==> config.mk <==
export PLATFORM = sky130hd
export DESIGN_NAME = seg7_scan
export DESIGN_NICKNAME = d
export VERILOG_FILES = /design/src/rtl/seg7_scan.sv
export SDC_FILE = /design/constraint.sdc
export NUM_CORES = 1
export LEC_CHECK = 0
export ABC_AREA = 1
export CAP_MARGIN = 10
export CORE_ASPECT_RATIO = 1.2
export CORE_MARGIN = 8
export CORE_UTILIZATION = 30
export CTS_BUF_LIST = sky130_fd_sc_hd__clkbuf_4
export CTS_CLUSTER_DIAMETER = 50
export DETAILED_ROUTE_END_ITERATION = 10
export PLACE_DENSITY = 0.54
export SETUP_SLACK_MARGIN = 0.02
export SYNTH_ARGS = -nofsm -noshare
export SYNTH_HDL_FRONTEND = slang
export SYNTH_SLANG_ARGS = --single-unit
==> constraint.sdc <==
create_clock -name clk -period 1.8 [get_ports clk]
set_input_delay 0.27 -clock clk [delete_from_list [all_inputs] [get_ports clk]]
set_output_delay 0.27 -clock clk [all_outputs]
set_load 0.03 [all_outputs]
==> src/rtl/seg7_scan.sv <==
// seg7_scan: 8-digit hex seven-segment scanner, common-anode display.
// Words are captured on load and shown one whole frame at a time.
module seg7_scan #(
    parameter int REFRESH_DIV = 50000,
    parameter int BLANK       = 500
) (
    input  logic        clk,
    input  logic        reset,
    input  logic [31:0] value,
    input  logic        load,
    input  logic        freeze,
    input  logic        blank_lz,
    input  logic [7:0]  dp_mask,
    output logic [7:0]  an,
    output logic [6:0]  seg,
    output logic        dp
);

    localparam int CW = (REFRESH_DIV > 2) ? $clog2(REFRESH_DIV) : 1;
    localparam logic [CW-1:0] LAST = CW'(REFRESH_DIV - 1);

    logic [31:0]   r_pending;
    logic [31:0]   r_shadow;
    logic [CW-1:0] r_cnt;
    logic [2:0]    r_idx;
    logic [7:0]    r_an;
    logic [6:0]    r_seg;
    logic          r_dp;

    logic          w_wrap;
    logic          w_frame;
    logic          w_blank;
    logic          w_supp;
    logic          w_en;
    logic [3:0]    w_nib;
    logic [31:0]   w_upper;
    logic [6:0]    w_seg;

    assign w_wrap  = (r_cnt == LAST);
    assign w_frame = w_wrap && (r_idx == 3'd7);

    generate
        if (BLANK == 0) begin : g_noblank
            assign w_blank = 1'b0;
        end else begin : g_blank
            assign w_blank = (r_cnt < CW'(BLANK));
        end
    endgenerate

    // Digit i is a leading zero when nibbles i..7 are all zero.
    assign w_nib   = r_shadow[{r_idx, 2'b00} +: 4];
    assign w_upper = r_shadow >> {r_idx, 2'b00};
    assign w_supp  = blank_lz && (r_idx != 3'd0) && (w_upper == 32'd0);
    assign w_en    = !w_blank && !w_supp;

    always_comb begin
        w_seg = 7'h7F;
        unique case (w_nib)
            4'h0: w_seg = 7'h40;
            4'h1: w_seg = 7'h79;
            4'h2: w_seg = 7'h24;
            4'h3: w_seg = 7'h30;
            4'h4: w_seg = 7'h19;
            4'h5: w_seg = 7'h12;
            4'h6: w_seg = 7'h02;
            4'h7: w_seg = 7'h78;
            4'h8: w_seg = 7'h00;
            4'h9: w_seg = 7'h10;
            4'hA: w_seg = 7'h08;
            4'hB: w_seg = 7'h03;
            4'hC: w_seg = 7'h46;
            4'hD: w_seg = 7'h21;
            4'hE: w_seg = 7'h06;
            4'hF: w_seg = 7'h0E;
        endcase
    end

    always_ff @(posedge clk) begin
        if (reset) begin
            r_pending <= 32'd0;
            r_shadow  <= 32'd0;
            r_cnt     <= '0;
            r_idx     <= 3'd0;
            r_an      <= 8'hFF;
            r_seg     <= 7'h7F;
            r_dp      <= 1'b1;
        end else begin
            if (load && !freeze) begin
                r_pending <= value;
            end
            // Old pending wins on a load that collides with the boundary.
            if (w_frame) begin
                r_shadow <= r_pending;
            end
            r_cnt <= w_wrap ? '0 : r_cnt + 1'b1;
            if (w_wrap) begin
                r_idx <= r_idx + 3'd1;
            end
            r_an  <= w_en ? ~(8'h01 << r_idx) : 8'hFF;
            r_seg <= w_seg;
            r_dp  <= w_en ? ~dp_mask[r_idx] : 1'b1;
        end
    end

    assign an  = r_an;
    assign seg = r_seg;
    assign dp  = r_dp;

endmodule
**Word-level counts from Yosys, hierarchy flattened**

Memory sizes are Yosys's and may differ from the RTL's. A register that Yosys moved wholly into a read port is not among the register bits.
Index checks and enable logic that the tools add are counted.

- Register bits after elaboration: 92
- Memory bits (read-only): 112
- Input port bits: 45
- Output and inout port bits: 16
- Logic and storage cells: 33
- Memories: 1

Memories:

| name | depth | width | read ports | clocked after Yosys merged registers in | write ports | line | source |
|---|---|---|---|---|---|---|---|
| (name not given) | 16 | 7 | 1 | 1 | 0 | 58 | `unique case (w_nib)` |

- Add/subtract/negate cells: 2
- Magnitude comparators: 2
- Equality and inequality tests: 2
- Shift operators: 3
- Mux-type cells: 2
- Bitwise gates (word level): 3
- Reductions and logical operators: 12

Operator list:

| cell | number |
|---|---|
| $logic_not A32 Y1 | 1 |
| $shiftx A32 B6 Y4 | 1 |
| $shr A32 B5 Y32 | 1 |
| $add A16 B1 Y16 const B | 1 |
| $eq A16 B16 Y1 const B | 1 |
| $lt A16 B9 Y1 const B | 1 |
| $not A8 Y8 | 1 |
| $shl A1 B3 Y8 const A | 1 |
| $logic_and A1 B1 Y1 | 5 |
| $lt A3 B4 Y1 const B | 1 |
| $reduce_or A2 Y1 | 2 |
| $add A3 B1 Y3 const B | 1 |
| $bmux W1 S3 | 1 |
| $eq A3 B3 Y1 const B | 1 |
| $logic_not A1 Y1 | 3 |
| $reduce_bool A3 Y1 | 1 |
| $not A1 Y1 | 2 |
| $mux W1 | 1 |

**Longest topological paths before layout**

Gate-level depths: netlist of the first run.

- Word-level depth: 7
- Mapped depth: 17

**Worst setup path before layout of the first run**

Ideal clock, no wire load.

- Path kind: register to register
- Start: register r_idx[0]
- End: register r_an[0] (netlist: an[0])
- Setup time: 0.071 ns
- Arrival: 1.929 ns
- Data required time: 1.729 ns
- Setup slack: -0.200 ns
- Stages on the path, launching flop included: 18
- Path buffers: 2
- Cell sequence: dfxtp_1 > buf_6 > buf_6 > nand2_1 > o21ai_1 > nand2_1 > nand2_1 > inv_1 > o21ai_2 > ha_1 > inv_1 > nor2_1 > o211ai_1 > inv_1 > nand3_2 > nor2_2 > nand2_2 > nand3_1

- Cells in the longest elaborated chain, start to end: 7
- Elaborated cells on any way between the ends: 11

Ends and longest elaborated chain:

| item | line | source |
|---|---|---|
| start, declared | 25 | `logic [2:0] r_idx;` |
| start signal, assigned | 97 | `r_idx <= r_idx + 3'd1;` |
| $shr A32 B5 Y32 or $reduce_bool A3 Y1 (tied branches) | 52, 53 |  |
| $logic_not A32 Y1 or $logic_and A1 B1 Y1 (tied branches) | 53 | `assign w_supp = blank_lz && (r_idx != 3'd0) && (w_upper == 32'd0);` |
| $logic_and A1 B1 Y1 | 53 |  |
| $logic_not A1 Y1 | 54 | `assign w_en = !w_blank && !w_supp;` |
| $logic_and A1 B1 Y1 | 54 |  |
| $not A1 Y1 (no source line) | n/a |  |
| $reduce_or A2 Y1 (no source line) | n/a |  |
| end signal, assigned | 99 | `r_an <= w_en ? ~(8'h01 << r_idx) : 8'hFF;` |
| end, declared | 26 | `logic [7:0] r_an;` |

Parallel ways exist; a longest one is shown, timed or not.
A chain may end at the register's enable or synchronous reset.

**Final worst setup path of the first run**

- Start: register r_idx[0]
- End: register r_an[3] (netlist: an[3])

Same word-level chain as after synthesis.

==> flow_metrics.env, run 1 <==
export IMPL_stdcell_area_um2=6053
export IMPL_fp_coreArea_um2=14960
export IMPL_cts_root_buf="clkbuf_4"
export IMPL_outcome="complete, but fails checks"
export IMPL_power_frac_seq=0.586
export IMPL_setup_viol=15
export IMPL_p_int_mw=2.957
export IMPL_cp_top_family="simple AND/OR/NAND/NOR gates"
export IMPL_leakagePower_nw=2.553
export IMPL_startpoint="r_idx[0]"
export IMPL_io_pins=61
export IMPL_drive_gt1_frac=0.1627
export IMPL_postSynthCellCount=660
export IMPL_io_buffer_count=60
export IMPL_reg2reg_depth=15
export IMPL_crit_path_end="an[3]"
export IMPL_ff2ff_setup_slack_ns=-0.18
export IMPL_cts_sinks=99
export IMPL_viasPerCell=4.516
export IMPL_min_from="value[14]"
export IMPL_relSlewSlack=0.7857
export IMPL_grt_antenna_before_repair=1
export IMPL_cts_max_path_buffers=2
export IMPL_synthesis_nets=717
export IMPL_worst_ir_drop_vdd_mv=0.3306
export IMPL_first_pass_iters=5
export IMPL_violations="negative setup slack"
export IMPL_avgSynthCellArea_um2=6.931
export IMPL_r2r_end="an[3]"
export IMPL_maxCapViolations=0
export IMPL_crit_reg2reg_launch="r_idx[0]"
export IMPL_postRouteAntennaNets=0
export IMPL_cp_buffers_inverters=4
export IMPL_ys_seq_area_frac=0.4333
export IMPL_swShare=0.2391
export IMPL_clkTransAtPathRegs_ns=0.16
export IMPL_rsz0062_at_grt="yes"
export IMPL_cpMaxStageDelayCell="dfxtp_4"
export IMPL_hold_viol_final=0
export IMPL_route_detailed_wl_per_inst_um=12.21
export IMPL_grt_use_total=0.1245
export IMPL_grt_pass1_vias=4304
export IMPL_syn_to_final_growth_pct=32.33
export IMPL_grt_ovfl_total=0
export IMPL_pwr_share_comb=0.072
export IMPL_die_area_um2=19470
export IMPL_post_route_period_util=1.099
export IMPL_synthArstFlopShare=0
export IMPL_synth_main_ff_cell="dfxtp_1"
export IMPL_start_util=0.3058
export IMPL_h_tree_depth=3
export IMPL_synth_seq_cells=99
export IMPL_setup_worst_path_class="reg -> reg"
export IMPL_crit_cells=15
export IMPL_worstHoldPathType="in -> reg"
export IMPL_fin_nets=808
export IMPL_endpoint_kind="flip-flop"
export IMPL_grt_start_max_net_pins=41
export IMPL_grt_pass1_wl_um=19660
export IMPL_final_max_slew_viol_count=0
export IMPL_die_w_um=128.7
export IMPL_yosysUniqueCellTypes=33
export IMPL_post_dp_hpwl_um=8511
export IMPL_switchingPower_uw=929.0
export IMPL_finish_utilization=0.4047
export IMPL_cts_hold_fix_buffers=0
export IMPL_finalClockSkew_ns=0.01755
export IMPL_cts_tree="built"
export IMPL_rows=49
export IMPL_worstSetupStartpointType="flip-flop"
export IMPL_mostFrequentLayoutCells="nand2_1, nor2_1, dfxtp_1"
export IMPL_worstMarginPinSlew_ns=0.3181
export IMPL_num_vias=4340
export IMPL_path_cells="buf_6 > nand2_1 > nand3_1 > o21ai_2 > inv_1 > o21ai_2 > ha_2 > inv_2 > nor2_1 > o211ai_1 > inv_1 > nand3_2 > nor2_4 > nand2_4 > nand3_2"
export IMPL_final_common_cell="nand2_1"
export IMPL_cts_buffers_inserted=9
export IMPL_cp_max_fo=8
export IMPL_cp_data_required_time_ns=2.24
export IMPL_power_frac_clock=0.341
export IMPL_fin_crit_ns=1.979
export IMPL_clk_latency_ns=0.50
export IMPL_synth_edff_count=0
export IMPL_syn_cell_area_um2=4574
export IMPL_cp_slowest_stage_delay_ns=0.41
export IMPL_cellPowerDensity_nw_per_um2=642.0
export IMPL_die_y_um=151.3
export IMPL_yosysWarnings=0
export IMPL_drcViolationCount=0
export IMPL_wirelength_um=11730
export IMPL_whs_ns=0.3341
export IMPL_fmax_mhz=505.3
export IMPL_drt_initial_drc_count=219
export IMPL_place_area_um2=5608
export IMPL_final_setup_worst_slack_ns=-0.1790
export IMPL_crit_arrival_ns=2.42
export IMPL_finalWeightedCongestion=0.8453
==> registers in the layout, summed over array words and instances (netlist names) <==
register / flops
seg: 7
r_cnt: 16
r_shadow: 32
an: 8
r_idx: 3
r_pending: 32
dp: 1
==> cell families after synthesis <==
family,synth area share
xor+xnor,0.007660
flops,0.4333
buf+inv,0.09354
fa+ha+maj,0.03282
simple gates,0.2738
compound gates,0.1589
==> power groups by stage <==
stage	Sequential, mW	Combinational (mW)	Clock, mW
after floorplan	2.33	0.115	0
after global placement	2.32	0.282	0
after detailed placement	2.33	0.285	0
after CTS	2.28	0.283	1.37
after global routing	2.29	0.312	1.45
final	2.28	0.281	1.33
==> worst min-delay path, delay by kind of cell <==
kind,cells,cell delay (ns)
simple gates,2,0.15
buf+inv,1,0.39
==> worst min-delay path by stage <==
stage                         end  cells after the start
floorplan                r_idx[0]                      1
global placement         r_cnt[0]                      1
detailed placement       r_cnt[0]                      1
CTS                 r_pending[15]                      3
global route        r_pending[11]                      3
finish              r_pending[14]                      3
==> cell type report <==
cell class | count | area, µm²
fill | 1576 | 8906
multi-input combinational | 458 | 2326
sequential | 99 | 1991
timing repair buffer | 110 | 1037
inverter | 73 | 282.8
tap | 204 | 255.2
clock inverter | 7 | 91.34
clock buffer | 9 | 67.56
antenna | 1 | 2.502
==> per-stage QoR <==
step / total power [mW] / instances / worst slack [ns] / TNS (ns)
6_report: 3.886 / 961 / -0.1790 / -1.784
5_1_grt: 4.052 / 961 / -0.3263 / -6.726
4_1_cts: 3.933 / 955 / -0.1537 / -1.386
3_5_place_dp: 2.610 / 932 / -0.1291 / -1.445
3_3_place_gp: 2.607 / 932 / -0.08279 / -0.8110
2_1_floorplan: 2.448 / 660 / -0.1273 / -1.145
==> synthesized netlist by cell type, types with 2 or more instances <==
cell | instances | area share
nand3_1 | 43 | 0.047
o21ai_1 | 4 | 0.0044
ha_1 | 12 | 0.033
nor2_1 | 101 | 0.083
dfxtp_1 | 99 | 0.43
buf_6 | 2 | 0.0049
nor2_2 | 3 | 0.0041
nand2_1 | 131 | 0.11
inv_1 | 68 | 0.056
xor2_1 | 3 | 0.0057
buf_2 | 12 | 0.013
nor3_1 | 10 | 0.011
o211ai_1 | 3 | 0.0049
inv_2 | 4 | 0.0033
nand2_2 | 7 | 0.0096
a21oi_1 | 42 | 0.046
o21ai_2 | 3 | 0.0057
nor4_1 | 2 | 0.0027
buf_4 | 2 | 0.0033
o21ai_0 | 83 | 0.091
clkbuf_1 | 14 | 0.011
==> what timing repair did <==
item,CTS,global route
pin swaps,6,11
endpoints found under the setup margin,62,51
buffers inserted,5,6
cloned,2,1
resized for setup,57,20
==> routing by layer <==
metal | track usage | part of all wire | up-vias | wire, µm
met5 | 0 | 0 | - | 0
met4 | 0.07475 | 0.035 | 0 | 416
met3 | 0.02712 | 0.044 | 23 | 520
met2 | 0.2037 | 0.47 | 86 | 5468
met1 | 0.1468 | 0.45 | 1934 | 5326
li1 | - | - | 2297 | -
Power figures use the tool's default switching activity.
==> inputs of run 2 (changes only) <==
--- a/config.mk
+++ b/config.mk
@@ -6,8 +6,7 @@
 export NUM_CORES = 1
 export LEC_CHECK = 0
 export ABC_AREA = 1
-export CAP_MARGIN = 10
-export CORE_ASPECT_RATIO = 1.2
+export CAP_MARGIN = 20
 export CORE_MARGIN = 8
 export CORE_UTILIZATION = 30
 export CTS_BUF_LIST = sky130_fd_sc_hd__clkbuf_4
==> run 2 against run 1 <==
  * Final cell count fell by 1.8%
  * Highest routed layer unchanged
  * Utilization decreased by 0.20 points
  * First-iteration DRC count rose by 6.4%
  * Sequential power about the same
  * Clock skew increased by 0.0064 ns
  * The run still ends with negative setup slack left
  * Via count fell by 0.81%
  * Critical endpoint is now an[0]
  * Register-to-register slack is essentially flat
  * Critical path depth rose by 1
  * Setup slack improved by 0.014 ns
  * Flip-flop and latch count did not move
  * Worst hold slack better by 0.011 ns
  * Total power is 4.4% lower
==> flow_metrics.env, run 2 (same netlist as run 1, synthesis figures left out) <==
export IMPL_p_int_mw=2.826
export IMPL_power_frac_seq=0.613
export IMPL_crit_arrival_ns=2.38
export IMPL_fmax_mhz=509.0
export IMPL_cts_max_path_buffers=2
export IMPL_grt_antenna_before_repair=0
export IMPL_post_route_period_util=1.091
export IMPL_cts_tree="built"
export IMPL_worst_ir_drop_vdd_mv=0.3523
export IMPL_clk_latency_ns=0.49
export IMPL_post_dp_hpwl_um=8370
export IMPL_worstHoldPathType="in -> reg"
export IMPL_cp_slowest_stage_delay_ns=0.42
export IMPL_first_pass_iters=4
export IMPL_cts_root_buf="clkbuf_4"
export IMPL_die_area_um2=19450
export IMPL_worstMarginPinSlew_ns=0.3338
export IMPL_post_place_ws_ns=-0.1465
export IMPL_mostFrequentLayoutCells="nand2_1, nor2_1, dfxtp_1"
export IMPL_die_w_um=139.5
export IMPL_cp_max_fo=5
export IMPL_die_y_um=139.5
export IMPL_num_vias=4305
export IMPL_rsz0062_at_grt="yes"
export IMPL_reg_top3="r_pending: 32 flops, r_shadow: 32 flops, r_cnt: 16 flops"
export IMPL_start_util=0.3043
export IMPL_grt_busiest_layer="met2"
export IMPL_setup_worst_path_class="reg -> reg"
export IMPL_cts_sinks=99
export IMPL_final_max_slew_viol_count=0
export IMPL_rows=45
export IMPL_numPlacedInstances=910
export IMPL_cpMaxStageDelayCell="dfxtp_4"
export IMPL_io_buffer_count=60
export IMPL_grt_use_total=0.1243
export IMPL_syn_to_final_growth_pct=32.33
export IMPL_fin_crit_ns=1.965
export IMPL_total_power_mw=3.716
export IMPL_endpoint_kind="flip-flop"
export IMPL_grt_util_met3=0.04275
export IMPL_grt_start_max_net_pins=72
export IMPL_drt_initial_drc_count=233
export IMPL_finish_utilization=0.4027
export IMPL_cp_data_required_time_ns=2.22
export IMPL_hold_viol_final=0
export IMPL_h_tree_depth=3
export IMPL_fp_coreArea_um2=15030
export IMPL_wirelength_um=11820
export IMPL_outcome="complete, but fails checks"
export IMPL_finalWeightedCongestion=0.8455
export IMPL_place_area_um2=5555
export IMPL_io_pins=61
export IMPL_grt_pass1_wl_um=20000
export IMPL_pwr_share_comb=0.075
export IMPL_drive_gt1_frac=0.1614
export IMPL_cellPowerDensity_nw_per_um2=613.9
export IMPL_nFillCells=1593
export IMPL_cts_hold_fix_buffers=0
export IMPL_power_frac_clock=0.312
export IMPL_diodes=0
export IMPL_final_common_cell="nand2_1"
export IMPL_stdcell_area_um2=6053
export IMPL_final_setup_worst_slack_ns=-0.1646
export IMPL_whs_ns=0.3451
export IMPL_worstSetupStartpointType="flip-flop"
export IMPL_setup_viol=14
export IMPL_route_detailed_wl_per_inst_um=12.52
export IMPL_grt_pass1_vias=4250
export IMPL_grt_ovfl_total=0
export IMPL_grt_met1_usage=0.1582
export IMPL_grtUsageMet2=0.1942
export IMPL_clkTransAtPathRegs_ns=0.14
export IMPL_tns_ns=-1.574
export IMPL_swShare=0.2397
export IMPL_layout_cells_non_filler=944
export IMPL_viasPerCell=4.560
export IMPL_postRouteAntennaNets=0
export IMPL_violations="negative setup slack"
export IMPL_finalClockSkew_ns=0.02393
export IMPL_switchingPower_uw=890.7
export IMPL_fin_nets=809
export IMPL_maxCapViolations=0
export IMPL_relSlewSlack=0.7771
export IMPL_drcViolationCount=0
export IMPL_cts_buffers_inserted=9
export IMPL_path_cells="clkbuf_16 > nand2_4 > o21ai_4 > nand2_1 > nand2_1 > inv_1 > o21ai_2 > ha_2 > inv_2 > nor2_1 > o211ai_1 > inv_1 > nand3_2 > nor2_4 > nand2_4 > nand3_2"
export IMPL_leakagePower_nw=2.607
[run 2: cell count changes in the layout (fill, tap and decap cells not counted), sizes merged]
cell          change
diode             -1
bufbuf            +1
dlymetal6s2s      +9
dlygate4sd2       -9
clkinvlp          -1
clkbuf            +1
bufinv            -1
[run 2: area by class of cell]
| cell class | instances | area [µm²] | area share |
|---|---|---|---|
| multi-input cells | 458 | 2317 | 0.3828 |
| flip-flops and latches | 99 | 1989 | 0.3286 |
| repair buffers | 111 | 1105 | 0.1825 |
| inverters | 73 | 277.8 | 0.04589 |
| well taps | 188 | 235.2 | 0.03886 |
| clock buffers | 10 | 75.07 | 0.01240 |
| clock inverters | 5 | 53.80 | 0.008888 |
[run 2: path summary, 6_finish.rpt]
check | start | to | slack (ns) | depth (start not counted)
min | value[21] | r_pending[21] | 0.35 | 3
max | r_idx[0] | an[0] | -0.16 | 16
max reg2reg | r_idx[0] | an[0] | -0.16 | 16
min reg2reg | r_shadow[3] | r_shadow[3] | 0.47 | 2
[run 2: power groups by stage]
stage | combinational, mW | sequential (mW) | clock (mW)
finish | 0.277 | 2.28 | 1.16
global route | 0.313 | 2.29 | 1.29
CTS | 0.282 | 2.28 | 1.20
detailed placement | 0.280 | 2.33 | 0
global placement | 0.278 | 2.33 | 0
floorplan | 0.115 | 2.33 | 0
[run 2: repair_timing]
item / 4_1_cts / 5_1_grt
setup endpoints to repair: 39 / 58
setup buffers: 8 / 7
gates cloned: 3 / 1
gates resized for setup: 33 / 43
pin swaps: 4 / 6
hold endpoints to repair: 0 / 0
[run 2: worst max-delay path: cells and delay by family (launching register included)]
family	cells	cell delay [ns]
AOI/OAI and AO/OA	3	0.30
DFF	1	0.42
adders and majority gates	1	0.21
and+or+nand+nor	8	0.66
buffers and inverters	4	0.31
[run 2: metal layers]
| metal | vias up | wire length [µm] |
|---|---|---|
| li1 | 2296 | - |
| met1 | 1927 | 5853 |
| met2 | 71 | 5221 |
| met3 | 11 | 574 |
| met4 | 0 | 165 |
| met5 | - | 0 |
==> inputs of run 3 (changes only) <==
--- a/config.mk
+++ b/config.mk
@@ -7,12 +7,13 @@
 export LEC_CHECK = 0
 export ABC_AREA = 1
 export CAP_MARGIN = 20
+export CORE_ASPECT_RATIO = 0.6
 export CORE_MARGIN = 8
 export CORE_UTILIZATION = 30
 export CTS_BUF_LIST = sky130_fd_sc_hd__clkbuf_4
 export CTS_CLUSTER_DIAMETER = 50
 export DETAILED_ROUTE_END_ITERATION = 10
-export PLACE_DENSITY = 0.54
+export PLACE_DENSITY_LB_ADDON = 0.08
 export SETUP_SLACK_MARGIN = 0.02
 export SYNTH_ARGS = -nofsm -noshare
 export SYNTH_HDL_FRONTEND = slang
==> run 3 against run 2 <==
  * Global-route usage rose by 0.38 points
  * Clock power rose by 10%
  * Total power up 3.4%
  * Sequential power about the same
  * Largest cell class unchanged
  * Non-clock buffer count is 3 higher
  * The run still ends with negative setup slack left
  * Largest power group unchanged
  * Routed wire length grew 7.0%
  * Count of clock-buffer cells in the layout is 1 lower
==> flow_metrics.env, run 3 (same netlist as run 1, synthesis figures left out) <==
export IMPL_reg_top3="r_pending: 32 flops, r_shadow: 32 flops, r_cnt: 16 flops"
export IMPL_numPlacedInstances=933
export IMPL_drive_gt1_frac=0.1656
export IMPL_postRouteAntennaNets=0
export IMPL_cts_max_path_buffers=2
export IMPL_num_vias=4356
export IMPL_io_pins=61
export IMPL_cts_sinks=99
export IMPL_maxCapViolations=0
export IMPL_rsz0062_at_grt="yes"
export IMPL_clk_latency_ns=0.47
export IMPL_switchingPower_uw=986.1
export IMPL_final_max_slew_viol_count=0
export IMPL_setup_worst_path_class="reg -> reg"
export IMPL_nFillCells=1585
export IMPL_start_util=0.3028
export IMPL_rows=35
export IMPL_multi_input_area_um2=2331
export IMPL_cts_root_buf="clkbuf_4"
export IMPL_fin_crit_ns=1.978
export IMPL_post_route_period_util=1.099
export IMPL_finalWeightedCongestion=0.8667
export IMPL_p_int_mw=2.856
export IMPL_drcViolationCount=0
export IMPL_fin_nets=813
export IMPL_finalClockSkew_ns=0.02390
export IMPL_total_power_mw=3.842
export IMPL_viasPerCell=4.514
export IMPL_clkTransAtPathRegs_ns=0.18
export IMPL_grt_start_max_net_pins=65
export IMPL_holdPathStages=3
export IMPL_die_area_um2=19590
export IMPL_cts_buffers_inserted=9
export IMPL_worstMarginPinSlew_ns=0.3615
export IMPL_final_common_cell="nand2_1"
export IMPL_worstSetupStartpointType="flip-flop"
export IMPL_power_frac_seq=0.594
export IMPL_grt_pass1_wl_um=20930
export IMPL_outcome="complete, but fails checks"
export IMPL_seq_area_um2=1989
export IMPL_cellPowerDensity_nw_per_um2=634.3
export IMPL_path_cells="buf_6 > nand2_2 > o21ai_2 > o21ai_2 > inv_1 > o21ai_2 > ha_2 > inv_2 > nor2_1 > o211ai_1 > inv_1 > nand3_2 > nor2_4 > nand2_2 > nand3_1"
export IMPL_route_detailed_wl_per_inst_um=13.10
export IMPL_endpoint_kind="flip-flop"
export IMPL_crit_arrival_ns=2.38
export IMPL_grt_pass1_vias=4276
export IMPL_hold_viol_final=0
export IMPL_layout_cells_non_filler=965
export IMPL_die_w_um=175.4
export IMPL_post_dp_hpwl_um=9114
export IMPL_grt_ovfl_total=0
export IMPL_grt_antenna_before_repair=1
export IMPL_power_frac_clock=0.332
export IMPL_cts_tree="built"
export IMPL_cpMostUsedCell="o21ai_2"
export IMPL_tns_ns=-1.609
export IMPL_reg2reg_depth=15
export IMPL_final_setup_worst_slack_ns=-0.1778
export IMPL_setup_viol=14
export IMPL_relSlewSlack=0.7564
export IMPL_worst_ir_drop_vdd_mv=0.3942
export IMPL_grt_use_total=0.1281
export IMPL_fmax_mhz=505.6
export IMPL_h_tree_depth=3
export IMPL_die_y_um=111.7
export IMPL_first_pass_iters=5
export IMPL_cpMaxStageDelayCell="dfxtp_4"
export IMPL_syn_to_final_growth_pct=32.41
export IMPL_cp_data_required_time_ns=2.21
export IMPL_pwr_share_comb=0.074
export IMPL_mostFrequentLayoutCells="nand2_1, nor2_1, dfxtp_1"
export IMPL_swShare=0.2567
export IMPL_worstHoldPathType="in -> reg"
export IMPL_drt_initial_drc_count=233
export IMPL_leakagePower_nw=2.589
export IMPL_wirelength_um=12640
export IMPL_fp_coreArea_um2=15110
export IMPL_finish_utilization=0.4009
export IMPL_io_buffer_count=60
export IMPL_cp_slowest_stage_delay_ns=0.40
export IMPL_cp_max_fo=5
export IMPL_post_place_ws_ns=-0.1789
export IMPL_violations="negative setup slack"
==> run 3: what timing repair did <==
item / CTS / global route
setup endpoints to repair: 31 / 70
pin swaps: 8 / 10
gates cloned: 2 / 2
hold buffers: 0 / 0
resized for setup: 31 / 36
buffers inserted: 9 / 3
==> run 3: area by class of cell <==
type	instances	share of cell area
clock buffer	9	0.01115
sequential	99	0.3284
multi-input combinational	459	0.3848
inverter	73	0.04524
clock inverter	7	0.01363
antenna	1	0.0004131
tap	203	0.04193
timing repair buffer	114	0.1743
==> run 3: path summary, 6_finish.rpt <==
path | from | endpoint | slack (ns)
worst min register to register | r_shadow[3] | r_shadow[3] | 0.48
worst min-delay path | value[29] | r_pending[29] | 0.36
worst max register to register | r_idx[0] | an[4] | -0.18
worst max-delay path | r_idx[0] | an[4] | -0.18
==> run 3: routing by layer <==
| metal | track usage | vias to the layer above | routed length, µm |
|---|---|---|---|
| met1 | 0.1939 | 1937 | 7319 |
| met4 | 0.03543 | 0 | 117 |
| li1 | - | 2311 | - |
| met3 | 0.03211 | 8 | 608 |
| met2 | 0.1723 | 100 | 4598 |
| met5 | 0 | - | 0 |
==> run 3: power groups by stage <==
stage               clock network [mW]  registers, mW  logic, mW
floorplan                            0           2.33      0.115
global placement                     0           2.32      0.282
detailed placement                   0           2.33      0.284
CTS                               1.34           2.28      0.284
global route                      1.41           2.29      0.319
finish                            1.28           2.28      0.284
==> run 3: worst max-delay path, delay by kind of cell, from the launching register on <==
family,cells,cell delay (ns)
compound gates,4,0.46
flops,1,0.40
buf+inv,4,0.31
simple gates,6,0.54
fa+ha+maj,1,0.22
==> run 3: through the flow <==
stage | hold slack, ns | instance area [µm²]
2_1_floorplan | 0.3317 | 4588
3_3_place_gp | 0.4465 | 5622
3_5_place_dp | 0.4613 | 5622
4_1_cts | 0.3127 | 5882
5_1_grt | 0.3370 | 6057
6_report | 0.3559 | 6057
